===== src/rtl/wr_burst_buffer.sv =====
// Write-path burst former: buffers the packed-word stream in a FIFO and emits
// fixed-length (or flushed partial) bursts via a req/ack then valid/ready beat stream.
module wr_burst_buffer #(
    parameter int DW         = 64,
    parameter int BURST_LEN  = 16,
    parameter int FIFO_DEPTH = 64,
    localparam int AW        = $clog2(FIFO_DEPTH)
) (
    input  logic          I_Clk,
    input  logic          I_Rst,
    input  logic          I_Data_De,
    input  logic [DW-1:0] I_Data,
    input  logic          I_Flush,
    output logic          O_Req,
    output logic [7:0]    O_Req_Len,
    input  logic          I_Req_Ack,
    output logic          O_Data_Valid,
    output logic [DW-1:0] O_Data,
    output logic          O_Data_Last,
    input  logic          I_Data_Ready,
    output logic [AW:0]   O_Fill,
    output logic          O_Ovf,
    output logic          O_Busy
);

    localparam int AWP = AW + 1;
    localparam logic [AW:0] DEPTH_F = AWP'(FIFO_DEPTH);
    localparam logic [AW:0] BURST_F = AWP'(BURST_LEN);

    typedef enum logic [1:0] {IDLE, REQ, DATA} state_t;

    state_t        state_q, state_d;
    logic [AW-1:0] wr_ptr_q, wr_ptr_d;
    logic [AW-1:0] rd_ptr_q, rd_ptr_d;
    logic [AW:0]   fill_q, fill_d;
    logic          ovf_q, ovf_d;
    logic          flush_q, flush_d;
    logic [8:0]    len_q, len_d;
    logic [7:0]    beat_q, beat_d;
    logic          req_q, req_d;
    logic [7:0]    req_len_q, req_len_d;
    logic          valid_q, valid_d;
    logic          last_q, last_d;
    logic          wr_en, rd_en;

    logic [DW-1:0] mem [FIFO_DEPTH];

    // A read in the same cycle frees a slot, so a write at full is still accepted.
    always_comb begin
        rd_en    = valid_q & I_Data_Ready;
        wr_en    = I_Data_De & ((fill_q < DEPTH_F) | rd_en);
        wr_ptr_d = wr_ptr_q + AW'(wr_en);
        rd_ptr_d = rd_ptr_q + AW'(rd_en);
        ovf_d    = ovf_q | (I_Data_De & ~wr_en);
        case ({wr_en, rd_en})
            2'b10:   fill_d = fill_q + 1'b1;
            2'b01:   fill_d = fill_q - 1'b1;
            default: fill_d = fill_q;
        endcase
    end

    always_comb begin
        state_d   = state_q;
        flush_d   = flush_q;
        len_d     = len_q;
        beat_d    = beat_q;
        req_d     = req_q;
        req_len_d = req_len_q;
        valid_d   = valid_q;
        last_d    = last_q;
        case (state_q)
            IDLE: begin
                if (fill_q >= BURST_F) begin
                    len_d     = 9'(BURST_LEN);
                    req_len_d = 8'(BURST_LEN - 1);
                    req_d     = 1'b1;
                    state_d   = REQ;
                end else if (flush_q) begin
                    flush_d = 1'b0;
                    if (fill_q != '0) begin
                        len_d     = 9'(fill_q);
                        req_len_d = 8'(fill_q - 1'b1);
                        req_d     = 1'b1;
                        state_d   = REQ;
                    end
                end
            end
            REQ: begin
                if (I_Req_Ack) begin
                    req_d   = 1'b0;
                    beat_d  = '0;
                    valid_d = 1'b1;
                    last_d  = (len_q == 9'd1);
                    state_d = DATA;
                end
            end
            DATA: begin
                if (rd_en) begin
                    beat_d = beat_q + 1'b1;
                    if (last_q) begin
                        valid_d = 1'b0;
                        last_d  = 1'b0;
                        state_d = IDLE;
                    end else begin
                        // next beat is the final one when beat+1 == len-1
                        last_d = ({1'b0, beat_q} + 9'd2 == len_q);
                    end
                end
            end
            default: state_d = IDLE;
        endcase
        if (I_Flush) flush_d = 1'b1;
    end

    always_ff @(posedge I_Clk or posedge I_Rst) begin
        if (I_Rst) begin
            state_q   <= IDLE;
            wr_ptr_q  <= '0;
            rd_ptr_q  <= '0;
            fill_q    <= '0;
            ovf_q     <= 1'b0;
            flush_q   <= 1'b0;
            len_q     <= '0;
            beat_q    <= '0;
            req_q     <= 1'b0;
            req_len_q <= '0;
            valid_q   <= 1'b0;
            last_q    <= 1'b0;
        end else begin
            state_q   <= state_d;
            wr_ptr_q  <= wr_ptr_d;
            rd_ptr_q  <= rd_ptr_d;
            fill_q    <= fill_d;
            ovf_q     <= ovf_d;
            flush_q   <= flush_d;
            len_q     <= len_d;
            beat_q    <= beat_d;
            req_q     <= req_d;
            req_len_q <= req_len_d;
            valid_q   <= valid_d;
            last_q    <= last_d;
        end
    end

    always_ff @(posedge I_Clk) begin
        if (wr_en) mem[wr_ptr_q] <= I_Data;
    end

    assign O_Req        = req_q;
    assign O_Req_Len    = req_len_q;
    assign O_Data_Valid = valid_q;
    assign O_Data       = mem[rd_ptr_q];
    assign O_Data_Last  = last_q;
    assign O_Fill       = fill_q;
    assign O_Ovf        = ovf_q;
    assign O_Busy       = (state_q != IDLE) | flush_q;

endmodule

===== config.mk =====
export PLATFORM = sky130hd
export DESIGN_NAME = wr_burst_buffer
export DESIGN_NICKNAME = d
export VERILOG_FILES = /design/src/rtl/wr_burst_buffer.sv
export SDC_FILE = /design/constraint.sdc
export NUM_CORES = 2
export LEC_CHECK = 0
export CAP_MARGIN = 20
export CELL_PAD_IN_SITES_DETAIL_PLACEMENT = 0
export CELL_PAD_IN_SITES_GLOBAL_PLACEMENT = 1
export CORE_AREA = 2 2 679 681
export DETAILED_ROUTE_END_ITERATION = 12
export DIE_AREA = 0 0 681 683
export PLACE_DENSITY_LB_ADDON = 0.3
export SYNTH_ARGS = -nofsm -noshare
export SYNTH_HDL_FRONTEND = slang
export SYNTH_SLANG_ARGS = --single-unit

===== constraint.sdc =====
create_clock -name I_Clk -period 5.5 [get_ports I_Clk]
set_input_delay 0.825 -clock I_Clk [delete_from_list [all_inputs] [get_ports I_Clk]]
set_output_delay 0.825 -clock I_Clk [all_outputs]
set_load 0.01 [all_outputs]

==> impl_metrics.yaml <==
final_layout:
  final_net_count: 7718
  fillers: 39900
  area.growth.synth_to_final_pct: 16.1
  multi_input_area_mm2: 0.0333
  final_util: 0.404
  sequential_cell_area_mm2: 0.124
  layout-drive-gt1-share: 0.268
cts:
  clk_pin_slew_worst_paths_ns: 0.06
  cts.path.max_buffers: 4
  cts_made_buffers: 418
  clk_latency_ns: 1.00
  clock_sink_count: 4145
  clock_tree_from_tritoncts: "yes"
  cts.root.buffer_cell: "sky130_fd_sc_hd__clkbuf_16"
  clock_tree.htree_level_count: 5
setup_path:
  endpoint_kind: "primary output"
  regToRegSetupSlack_ns: 2.06
  ff2ff_path_depth: 7
  criticalPathCategory: "flip-flop to primary output"
  data_arrival_at_the_endpoint_of_the_critical_path_ns: 4.50
  startpoint_type: "flip-flop"
  required_arrival_time_at_the_worst_endpoint_ns: 4.68
  worst_setup_path_endpoint: "O_Data[14]"
  capture_instance_of_the_worst_register_to_register_path: "mem[60][19]"
  reg2reg_from: "O_Data_Valid"
  path_max_fanout: 62
  critPathLaunch: "rd_ptr_q[1]"
logic_synthesis:
  synth_enable_flop_cells: 4096
  ys.flop_type: "sky130_fd_sc_hd__edfxtp_1"
  ys_async_sr_fraction: 0.0118
  mappedNetlistNets: 7131
  synth_area_leader_cell: "sky130_fd_sc_hd__edfxtp_1"
  post_synth_inst_count: 7050
  synthDistinctLibCells: 55
  synth-seq-area-share: 0.779
  yosys_warnings: 0
  synth_top_cells_by_area: "sky130_fd_sc_hd__edfxtp_1 77%, sky130_fd_sc_hd__mux4_2 13%, sky130_fd_sc_hd__mux2i_1 3.0%, sky130_fd_sc_hd__a22oi_1 0.82%, sky130_fd_sc_hd__dfrtp_1 0.77%"
  synth_top_area_share: 0.771
  ys_ff_latch: 4145
  synth_area_per_cell_um2: 22.6
  top_count_cell_post_synth: "sky130_fd_sc_hd__edfxtp_1"
  ys_top_cells_by_count: "4096 x sky130_fd_sc_hd__edfxtp_1, 938 x sky130_fd_sc_hd__mux4_2, 478 x sky130_fd_sc_hd__mux2i_1"
  synth_area_mm2: 0.160
pwr:
  leakage_nw: 54.7
  internal_power_mw: 52.0
  power.share.sequential: 0.541
  combPwrFrac: 0.045
  power.switching_mw: 14.8
  power.ir.vdd_worst_uv: 280
  clock_power_share: 0.414
  sw_frac_of_total: 0.221
  power_per_cell_area_mw_per_mm2: 361
timing:
  final_hold_viol_count: 0
  unrepaired_setup_endpoints_after_global_routing: "false"
  finalMaxSlewViolations: 0
  fmax_mhz: 188
  final.min_clock_period_ns: 5.32
  timing.final.setup_violations: 0
  fin_setup_tns_ns: 0
  fin_skew_ns: 0.0751
  timing_worst_slew_pin_value_ns: 1.12
  min_period_over_period: 0.968
  worst_slew_margin_rel: 0.252
route:
  antenna_violating_nets_post_route: 0
  detailedRoute.firstPassIterationCount: 8
  via_count: 79600
  avg_wl_per_cell_um: 34.3
  drt_iter0_drc: 9786
  routed_wirelength_um: 485000
  drc: 0
  vias_per_cell: 5.63
job:
  max_cap_viol_count: 0
floorplanning:
  die_y_um: 683
  core_region_mm2: 0.458
  ios: 154
  fp.dieArea_mm2: 0.465
  fp-row-count: 249
  die_x_extent_um: 681
  initial_utilization: 0.348
place:
  gp_congestion: 0.772
  place.detailed.hpwl_um: 262000
  placement.io_buffers: 153
grt:
  pin_count_of_the_biggest_net_entering_global_routing: 80
  number_of_global_route_vias_before_repair: 79400
  grt-ovfl-total: 0
  antenna_found_initial: 41
  first_pass_grt_wire_length_um: 661000
  grtUsageTotal: 0.205
worst_hold_path:
  worst_hold_path_type: "input port to flip-flop"
status:
  outcome: "finished clean"
-- through the flow --
step	instance area [µm²]	hold slack, ns	total power, mW	setup slack (ns)	std cells
after detailed placement	171000	0.471	39.8	0.492	13300
after global placement	171000	0.465	39.7	0.521	13300
after global routing	185000	0.0480	68.6	0.0211	14100
after floorplan	160000	0.457	37.8	0.754	7050
final	185000	0.0949	66.8	0.177	14100
after CTS	184000	0.229	67.3	0.00273	14100
-- kinds of logic (layout without fill, tap and decap cells) --
logic type / after synthesis / count (layout) / share of synthesized area
AOI/OAI and AO/OA: 631 / 631 / 0.0256
xor gates and xnor gates: 35 / 35 / 0.00192
adders and majority gates: 11 / 11 / 0.000863
buffers and inverters: 406 / 1341 / 0.0164
DFF: 4145 / 4145 / 0.779
muxes: 1465 / 1465 / 0.166
other: 0 / 10 / 0
and+or+nand+nor: 357 / 357 / 0.0103
-- power by group through the flow --
stage               clock [mW]  combinational [mW]  sequential, mW
floorplan                    0                1.04            36.8
global placement             0                2.91            36.8
detailed placement           0                2.97            36.8
CTS                       28.1                2.97            36.2
global route              29.3                3.13            36.2
finish                    27.6                3.02            36.2
-- worst min-delay path by stage --
stage | from | endpoint | slack (ns) | depth (start not counted)
finish | I_Data[12] | mem[59][12] | 0.09 | 1
global route | I_Data[12] | mem[59][12] | 0.05 | 1
CTS | I_Rst | wr_ptr_q[0] | 0.23 | 2
detailed placement | O_Req_Len[7] | O_Req_Len[7] | 0.47 | 1
global placement | O_Req_Len[5] | O_Req_Len[5] | 0.46 | 1
floorplan | flush_q | flush_q | 0.46 | 1
-- repair_timing --
action / 4_1_cts / 5_1_grt
endpoints found under the setup margin: 52 / 3
hold buffers: 0 / 0
buffers inserted: 11 / 5
gates resized for setup: 15 / 3
hold endpoints to repair: 0 / 0
pin swaps: 0 / 0
-- layer usage --
layer,wire length (µm),share of wire,global-route usage
met1,202000,0.42,0.287
met2,234000,0.48,0.336
met3,37100,0.076,0.0316
met4,11700,0.024,0.0473
met5,92,0.00019,0
-- layout by cell type, fill, tap and decap left out, drive strengths merged, types with 11 or more instances in the layout --
cell           count
edfxtp          4096
mux4             941
clkbuf           533
mux2i            478
buf              476
clkinv           186
a22oi            174
a21oi            167
nor2             138
o21ai             99
clkdlybuf4s50     87
nand2             71
a211oi            66
o22ai             52
nand3             51
dfrtp             49
mux2              46
nor2b             27
bufinv            26
inv               23
xor2              19
nor3              19
o221ai            19
xnor2             16
a221oi            15
nand2b            15
ha                11
-- registers in the layout, summed over array words and instances, names as in the netlist, 2 cells and up --
| name | cells |
|---|---|
| mem | 4096 |
| O_Req_Len | 8 |
| beat_q | 8 |
| O_Fill | 7 |
| len_q | 7 |
| rd_ptr_q | 6 |
| wr_ptr_q | 6 |
| state_q | 2 |
-- worst max-delay path, stage by stage, from the launching register on --
cell and delay [ns]:
sky130_fd_sc_hd__dfrtp_4 0.75, sky130_fd_sc_hd__buf_12 0.43, sky130_fd_sc_hd__buf_4 0.47, sky130_fd_sc_hd__mux4_2 0.28, sky130_fd_sc_hd__mux2i_1 0.10, sky130_fd_sc_hd__a211oi_2 0.42, sky130_fd_sc_hd__o22ai_1 0.15, sky130_fd_sc_hd__a21oi_1 0.16
sky130_fd_sc_hd__buf_4 0.17, sky130_fd_sc_hd__clkdlybuf4s50_1 0.56
-- layout make-up --
type                            instances  area share
Tap cell                             6149      0.0416
Clock inverter                        235      0.0114
Clock buffer                          533      0.0597
Multi-Input combinational cell       2499       0.180
Timing Repair Buffer                  563      0.0360
Inverter                               10    0.000210
Antenna cell                           10    0.000135
Sequential cell                      4145       0.671
Power figures use the tool's default switching activity.
